==> src/rtl/i2c_pkg.sv <==
// Shared types and bus constants for the I2C subordinate endpoint.
package i2c_pkg;

  typedef enum logic [2:0] {
    ST_IDLE,
    ST_ADDR,
    ST_ADDR_ACK,
    ST_WRITE,
    ST_WRITE_ACK,
    ST_READ,
    ST_READ_ACK,
    ST_WAIT_STOP
  } sub_state_t;

  localparam logic I2C_READ  = 1'b1;
  localparam logic I2C_WRITE = 1'b0;
  localparam logic ACK       = 1'b0;
  localparam logic NACK      = 1'b1;

endpackage

==> src/rtl/i2c_subordinate_if.sv <==
// Bus pins plus local byte handshake of the I2C subordinate.
interface i2c_subordinate_if;
  logic       scl_in;
  logic       sda_in;
  logic       sda_oe;
  logic [7:0] rx_data;
  logic       rx_valid;
  logic       rx_ready;
  logic       tx_req;
  logic [7:0] tx_data;
  logic       addressed;
  logic       busy;

  modport slave (
    input  scl_in, sda_in, rx_ready, tx_data,
    output sda_oe, rx_data, rx_valid, tx_req, addressed, busy
  );

  modport master (
    output scl_in, sda_in, rx_ready, tx_data,
    input  sda_oe, rx_data, rx_valid, tx_req, addressed, busy
  );
endinterface

==> src/rtl/i2c_bus_sync.sv <==
// SCL/SDA synchronizers with edge and START/STOP detection.
// Flags are valid one cycle, three clocks after the pin change.
module i2c_bus_sync (
  input  logic clk,
  input  logic rst_n,
  input  logic scl_in,
  input  logic sda_in,
  output logic scl_rise,
  output logic scl_fall,
  output logic sda_val,
  output logic start_det,
  output logic stop_det
);

  logic scl_meta_q, scl_sync_q, scl_dly_q;
  logic sda_meta_q, sda_sync_q, sda_dly_q;

  // Two-stage synchronizer plus one delayed copy per line; idle bus is high.
  always_ff @(posedge clk or negedge rst_n) begin
    if (!rst_n) begin
      scl_meta_q <= 1'b1;
      scl_sync_q <= 1'b1;
      scl_dly_q  <= 1'b1;
      sda_meta_q <= 1'b1;
      sda_sync_q <= 1'b1;
      sda_dly_q  <= 1'b1;
    end else begin
      scl_meta_q <= scl_in;
      scl_sync_q <= scl_meta_q;
      scl_dly_q  <= scl_sync_q;
      sda_meta_q <= sda_in;
      sda_sync_q <= sda_meta_q;
      sda_dly_q  <= sda_sync_q;
    end
  end

  assign scl_rise  = scl_sync_q & ~scl_dly_q;
  assign scl_fall  = ~scl_sync_q & scl_dly_q;
  assign sda_val   = sda_sync_q;
  assign start_det = scl_sync_q & scl_dly_q & ~sda_sync_q & sda_dly_q;
  assign stop_det  = scl_sync_q & scl_dly_q & sda_sync_q & ~sda_dly_q;

endmodule

==> src/rtl/i2c_subordinate.sv <==
// I2C subordinate endpoint: address match/ACK, byte receive and transmit.
module i2c_subordinate
  import i2c_pkg::*;
#(
  parameter logic [6:0]  DEV_ADDR = 7'h01,
  parameter int unsigned SDA_HOLD = 4
) (
  input logic             clk,
  input logic             rst_n,
  i2c_subordinate_if.slave bus
);

  localparam int unsigned HW = $clog2(SDA_HOLD + 1);

  logic scl_rise, scl_fall, sda_val, start_det, stop_det;

  i2c_bus_sync u_sync (
    .clk       (clk),
    .rst_n     (rst_n),
    .scl_in    (bus.scl_in),
    .sda_in    (bus.sda_in),
    .scl_rise  (scl_rise),
    .scl_fall  (scl_fall),
    .sda_val   (sda_val),
    .start_det (start_det),
    .stop_det  (stop_det)
  );

  sub_state_t    state_q, state_d;
  logic [2:0]    bit_cnt_q, bit_cnt_d;
  logic [7:0]    shreg_q, shreg_d;
  logic          rw_q, rw_d;
  logic          ack_open_q, ack_open_d;
  logic          load_q, load_d;
  logic          rdy_q, rdy_d;
  logic          pend_q, pend_d;
  logic [HW-1:0] hold_q, hold_d;
  logic          sda_oe_q, sda_oe_d;
  logic [7:0]    rx_data_q, rx_data_d;
  logic          rx_valid_q, rx_valid_d;
  logic          tx_req_q, tx_req_d;
  logic          addressed_q, addressed_d;
  logic          busy_q, busy_d;
  logic          sched, sched_val;

  // Next-state logic; SDA changes are scheduled at an SCL fall and applied
  // SDA_HOLD cycles later, except START/STOP which release SDA at once.
  always_comb begin
    state_d     = state_q;
    bit_cnt_d   = bit_cnt_q;
    shreg_d     = shreg_q;
    rw_d        = rw_q;
    ack_open_d  = ack_open_q;
    load_d      = load_q;
    rdy_d       = rdy_q;
    pend_d      = pend_q;
    hold_d      = hold_q;
    sda_oe_d    = sda_oe_q;
    rx_data_d   = rx_data_q;
    rx_valid_d  = 1'b0;
    tx_req_d    = 1'b0;
    addressed_d = addressed_q;
    busy_d      = busy_q;
    sched       = 1'b0;
    sched_val   = 1'b0;

    if (hold_q != '0) begin
      hold_d = hold_q - HW'(1);
      if (hold_q == HW'(1)) sda_oe_d = pend_q;
    end

    case (state_q)
      ST_ADDR: if (scl_rise) begin
        shreg_d = {shreg_q[6:0], sda_val};
        if (bit_cnt_q == 3'd0) begin
          bit_cnt_d  = 3'd7;
          rw_d       = sda_val;
          ack_open_d = 1'b0;
          state_d    = (shreg_q[6:0] == DEV_ADDR) ? ST_ADDR_ACK : ST_WAIT_STOP;
        end else begin
          bit_cnt_d = bit_cnt_q - 3'd1;
        end
      end
      ST_ADDR_ACK: begin
        if (scl_fall) begin
          sched = 1'b1;
          if (!ack_open_q) begin
            ack_open_d = 1'b1;
            sched_val  = 1'b1;
          end else begin
            ack_open_d = 1'b0;
            bit_cnt_d  = 3'd7;
            if (rw_q == I2C_READ) begin
              state_d   = ST_READ;
              shreg_d   = bus.tx_data;
              sched_val = ~bus.tx_data[7];
            end else begin
              state_d = ST_WRITE;
            end
          end
        end else if (scl_rise && ack_open_q) begin
          addressed_d = 1'b1;
          tx_req_d    = (rw_q == I2C_READ);
        end
      end
      ST_WRITE: if (scl_rise) begin
        shreg_d = {shreg_q[6:0], sda_val};
        if (bit_cnt_q == 3'd0) begin
          bit_cnt_d  = 3'd7;
          rx_data_d  = {shreg_q[6:0], sda_val};
          rx_valid_d = 1'b1;
          rdy_d      = bus.rx_ready;
          ack_open_d = 1'b0;
          state_d    = ST_WRITE_ACK;
        end else begin
          bit_cnt_d = bit_cnt_q - 3'd1;
        end
      end
      ST_WRITE_ACK: if (scl_fall) begin
        sched = 1'b1;
        if (!ack_open_q) begin
          ack_open_d = 1'b1;
          sched_val  = rdy_q;
        end else begin
          ack_open_d = 1'b0;
          state_d    = ST_WRITE;
        end
      end
      // A load is pending after a master ACK: the next fall opens the byte.
      ST_READ: if (scl_fall) begin
        sched = 1'b1;
        if (load_q) begin
          load_d    = 1'b0;
          bit_cnt_d = 3'd7;
          shreg_d   = bus.tx_data;
          sched_val = ~bus.tx_data[7];
        end else if (bit_cnt_q == 3'd0) begin
          bit_cnt_d = 3'd7;
          state_d   = ST_READ_ACK;
        end else begin
          bit_cnt_d = bit_cnt_q - 3'd1;
          shreg_d   = {shreg_q[6:0], 1'b0};
          sched_val = ~shreg_q[6];
        end
      end
      ST_READ_ACK: if (scl_rise) begin
        if (sda_val == ACK) begin
          tx_req_d = 1'b1;
          load_d   = 1'b1;
          state_d  = ST_READ;
        end else begin
          addressed_d = 1'b0;
          state_d     = ST_WAIT_STOP;
        end
      end
      default: ;
    endcase

    if (sched) begin
      pend_d = sched_val;
      hold_d = HW'(SDA_HOLD);
    end

    if (start_det || stop_det) begin
      state_d     = start_det ? ST_ADDR : ST_IDLE;
      busy_d      = start_det;
      bit_cnt_d   = 3'd7;
      sda_oe_d    = 1'b0;
      hold_d      = '0;
      addressed_d = 1'b0;
      rx_valid_d  = 1'b0;
      tx_req_d    = 1'b0;
      load_d      = 1'b0;
      ack_open_d  = 1'b0;
    end
  end

  // State and registered outputs.
  always_ff @(posedge clk or negedge rst_n) begin
    if (!rst_n) begin
      state_q     <= ST_IDLE;
      bit_cnt_q   <= 3'd7;
      shreg_q     <= '0;
      rw_q        <= 1'b0;
      ack_open_q  <= 1'b0;
      load_q      <= 1'b0;
      rdy_q       <= 1'b0;
      pend_q      <= 1'b0;
      hold_q      <= '0;
      sda_oe_q    <= 1'b0;
      rx_data_q   <= '0;
      rx_valid_q  <= 1'b0;
      tx_req_q    <= 1'b0;
      addressed_q <= 1'b0;
      busy_q      <= 1'b0;
    end else begin
      state_q     <= state_d;
      bit_cnt_q   <= bit_cnt_d;
      shreg_q     <= shreg_d;
      rw_q        <= rw_d;
      ack_open_q  <= ack_open_d;
      load_q      <= load_d;
      rdy_q       <= rdy_d;
      pend_q      <= pend_d;
      hold_q      <= hold_d;
      sda_oe_q    <= sda_oe_d;
      rx_data_q   <= rx_data_d;
      rx_valid_q  <= rx_valid_d;
      tx_req_q    <= tx_req_d;
      addressed_q <= addressed_d;
      busy_q      <= busy_d;
    end
  end

  assign bus.sda_oe    = sda_oe_q;
  assign bus.rx_data   = rx_data_q;
  assign bus.rx_valid  = rx_valid_q;
  assign bus.tx_req    = tx_req_q;
  assign bus.addressed = addressed_q;
  assign bus.busy      = busy_q;

endmodule

==> src/flat_wrapper.sv <==
// flat-port wrapper written by rule: the top's interface ports become plain ports
module i2c_subordinate_flat import i2c_pkg::*;
#(
  parameter logic [6:0]  DEV_ADDR = 7'h01,
  parameter int unsigned SDA_HOLD = 4
)
  (clk, rst_n, bus_scl_in, bus_sda_in, bus_rx_ready, bus_tx_data, bus_sda_oe, bus_rx_data, bus_rx_valid, bus_tx_req, bus_addressed, bus_busy);
  i2c_subordinate_if bus_i ();
  input logic clk;
  input logic rst_n;
  input wire logic [$bits(bus_i.scl_in)-1:0] bus_scl_in;
  input wire logic [$bits(bus_i.sda_in)-1:0] bus_sda_in;
  input wire logic [$bits(bus_i.rx_ready)-1:0] bus_rx_ready;
  input wire logic [$bits(bus_i.tx_data)-1:0] bus_tx_data;
  output wire logic [$bits(bus_i.sda_oe)-1:0] bus_sda_oe;
  output wire logic [$bits(bus_i.rx_data)-1:0] bus_rx_data;
  output wire logic [$bits(bus_i.rx_valid)-1:0] bus_rx_valid;
  output wire logic [$bits(bus_i.tx_req)-1:0] bus_tx_req;
  output wire logic [$bits(bus_i.addressed)-1:0] bus_addressed;
  output wire logic [$bits(bus_i.busy)-1:0] bus_busy;
  assign bus_i.scl_in = bus_scl_in;
  assign bus_i.sda_in = bus_sda_in;
  assign bus_i.rx_ready = bus_rx_ready;
  assign bus_i.tx_data = bus_tx_data;
  assign bus_sda_oe = bus_i.sda_oe;
  assign bus_rx_data = bus_i.rx_data;
  assign bus_rx_valid = bus_i.rx_valid;
  assign bus_tx_req = bus_i.tx_req;
  assign bus_addressed = bus_i.addressed;
  assign bus_busy = bus_i.busy;
  i2c_subordinate #(.DEV_ADDR(DEV_ADDR), .SDA_HOLD(SDA_HOLD)) u_core (.clk(clk), .rst_n(rst_n), .bus(bus_i));
endmodule
==> config.mk <==
export PLATFORM = sky130hd
export DESIGN_NAME = i2c_subordinate_flat
export DESIGN_NICKNAME = d
export VERILOG_FILES = /design/src/rtl/i2c_pkg.sv /design/src/rtl/i2c_subordinate_if.sv /design/src/rtl/i2c_bus_sync.sv /design/src/rtl/i2c_subordinate.sv /design/src/flat_wrapper.sv
export SDC_FILE = /design/constraint.sdc
export NUM_CORES = 1
export LEC_CHECK = 0
export CAP_MARGIN = 15
export CORE_MARGIN = 3
export CORE_UTILIZATION = 55
export DETAILED_ROUTE_END_ITERATION = 10
export HOLD_SLACK_MARGIN = 0.03
export PLACE_DENSITY_LB_ADDON = 0.05
export SYNTH_ARGS = -nofsm -noshare
export SYNTH_HDL_FRONTEND = slang
export SYNTH_SLANG_ARGS = --single-unit
==> constraint.sdc <==
create_clock -name clk -period 2.7 [get_ports clk]
set_clock_uncertainty 0.2 [all_clocks]
set_input_delay 0.405 -clock clk [delete_from_list [all_inputs] [get_ports clk]]
set_output_delay 0.405 -clock clk [all_outputs]
set_load 0.005 [all_outputs]
==> results_dict.tcl <==
set metrics [dict create \
    status "completed" \
    final_common_cell "dfrtp_1" \
    period_needed_ns 2.33 \
    cts_sinks 40 \
    hpwl_um 3010 \
    synth_seq_cells 40 \
    power_density_mw_per_mm2 913 \
    finalCritPeriodShare_pct 86.4 \
    hold_viol 0 \
    wl_um 4380 \
    die_h_um 68.4 \
    cpPeakStageDelay_ns 0.73 \
    finalMaxSlewViolations 0 \
    cts_setup_buffers 0 \
    maxCapViolCount 0 \
    synth-edff-count 0 \
    root_buffer "clkbuf_8" \
    placeableCoreArea_sq_mm 0.00372 \
    path_class "reg -> reg" \
    cts_tree "done" \
    post-synth-top-area-fraction_pct 36.2 \
    start_util_pct 57.7 \
    ys.warnings.count 0 \
    critPathArrivalTime_ns 2.31 \
    postCtsResizedCells 0 \
    vias 1623 \
    dr.first_iter.drc_count 216 \
    synth-async-reset-ratio_pct 100 \
    slew_headroom_pct 42.7 \
    ios 26 \
    clk_pin_slew_worst_paths_ns 0.08 \
    fill_cells 287 \
    insertion_delay_ns 0.29 \
    h-tree-depth 2 \
    io_buffer_count 25 \
    critical-path-top-delay-family "flip-flops" \
    die_area_sq_mm 0.00468 \
    fp.dieW_um 68.4 \
    finalPower_w 0.00228 \
    grt_max_degree 41 \
    tightest_slew_ns 0.859 \
    synth_ff_type "dfrtp_1" \
    rsz0062_at_grt "no" \
    path_buf_inv 0 \
    area_delta_synth_final_pct 16.4 \
    final_nets 245 \
    path_max_fanout 22 \
    synth_area_per_cell_sq_um 10.6 \
    worstSetupEndpointType "register" \
    cts.path.max_buffers 2 \
    report.final.setup_viol 0 \
    netlist.top_cell.by_area "dfrtp_1" \
    drive_gt1_share_pct 21.1 \
    ys_top_cells_by_area "dfrtp_1, dfstp_2, mux2_2" \
    rows 22 \
    slowest_stage "dfrtp_1" \
    drc 0 \
    p_leak_nw 1.09 \
    netlist_area_sq_mm 0.00214 \
    ir_worst_vdd_mv 0.528 \
    synth.distinct_cells 46 \
    ant_nets 0 \
    track_usage_pct 20.8 \
    place.gp.congestion 0.882 \
    startpoint_type "register" \
    antenna_found_initial 0 \
    grt.overflow.total 0 \
    syn_nets 220 \
    cts_hold_buf 0 \
    final_cell_mix "dfrtp_1, clkdlybuf4s50_1, o21ai_0" \
    vias_per_cell 5.88 \
    fmax_ghz 0.429 \
    wl_per_cell_um 15.9 \
    grt_pass1_vias 1516 \
    cts_buffers 5 \
    diodes 0 \
    fin_setup_tns_ns 0 \
    synth_cells 202 \
    crit_chain "o21ai_0 -> nand2_1 -> mux2_2 -> mux2_4" \
    ys_seq_area_share_pct 47.2 \
    grt_pass1_wl_um 7130 \
    required_ns 2.68 \
    worstHoldPathType "in -> async" \
    whs_ns 0.0181 \
    dr.pass1.iters 4 \
]
synthesized netlist by cell type, types with 2 or more instances:
library cell  number
and3_1             2
a311oi_1           2
xnor2_1            3
a21oi_1           10
mux2_4             7
ha_1               5
mux2i_1            3
nand3_1            5
nand4_1            2
nor3_1             6
dfrtp_1           31
a31oi_1            4
nor2b_1            4
nor2_1            12
inv_1              9
nand2_1           16
o21ai_0           20
dfstp_2            9
nand2b_1           7
clkbuf_1           2
buf_2              4
mux2_2            15
logic make-up after synthesis:
kind of cell / synth area share (%)
xor gates and xnor gates: 1.63
buffers and inverters: 3.74
AOI/OAI and AO/OA: 14.5
DFF: 47.2
and+or+nand+nor: 15.8
muxes: 14.2
adders and majority gates: 2.92
flip-flops by register name, summed over array words and instances (netlist names), 3 cells and up:
signal,count
u_core.bus.rx_data,8
u_core.state_q,3
u_core.bit_cnt_q,3
u_core.shreg_q,7
u_core.hold_q,3
power by group:
group | total [W] | switching [W] | leakage (nW) | internal, W
Sequential | 0.000951 | 0.000192 | 0.485 | 0.000760
Clock | 0.000385 | 0.000205 | 0.0412 | 0.000180
Combinational | 0.000941 | 0.000456 | 0.568 | 0.000486
worst paths after layout:
kind,depth (start not counted),slack [ns],start,to
setup / recovery,4,0.37,u_core.state_q[2],u_core.shreg_q[3]
hold / removal,1,0.02,rst_n,u_core.bus.sda_oe
setup reg to reg,4,0.37,u_core.state_q[2],u_core.shreg_q[3]
hold reg to reg,0,0.16,u_core.u_sync.scl_meta_q,u_core.u_sync.scl_sync_q
max in group asynchronous,1,1.74,rst_n,u_core.shreg_q[1]
min in group clk,0,0.16,u_core.u_sync.scl_meta_q,u_core.u_sync.scl_sync_q
routing by layer:
layer	vias up	GRT usage [%]	share of wire, %
li1	770	-	-
met4	0	6.70	1.3
met1	788	29.2	46
met5	-	0	0
met2	58	31.3	47
met3	7	5.42	5.3
worst reg2reg max path, delay by kind of cell (launching register included):
kind               cells  cell delay (ns)
AOI/OAI and AO/OA      1             0.29
DFF                    1             0.73
muxes                  2             0.64
and+or+nand+nor        1             0.36
layout make-up:
class	count	area [sq um]	area share, %
multi-input combinational	145	1050	42.1
timing repair buffer	26	253	10.1
clock buffer	6	72.6	2.91
tap	48	60.1	2.41
inverter	9	33.8	1.35
sequential	40	1010	40.6
clock inverter	2	12.5	0.502
through the flow:
stage | cells | area (sq um) | utilization (%) | setup WS [ns]
finish | 276 | 2490 | 67.1 | 0.367
global route | 276 | 2490 | 67.1 | 0.204
CTS | 276 | 2490 | 67.1 | 0.394
detailed placement | 268 | 2410 | 64.8 | 0.417
global placement | 268 | 2410 | 64.8 | 0.460
floorplan | 202 | 2140 | - | 0.693
Power figures use the tool's default switching activity.
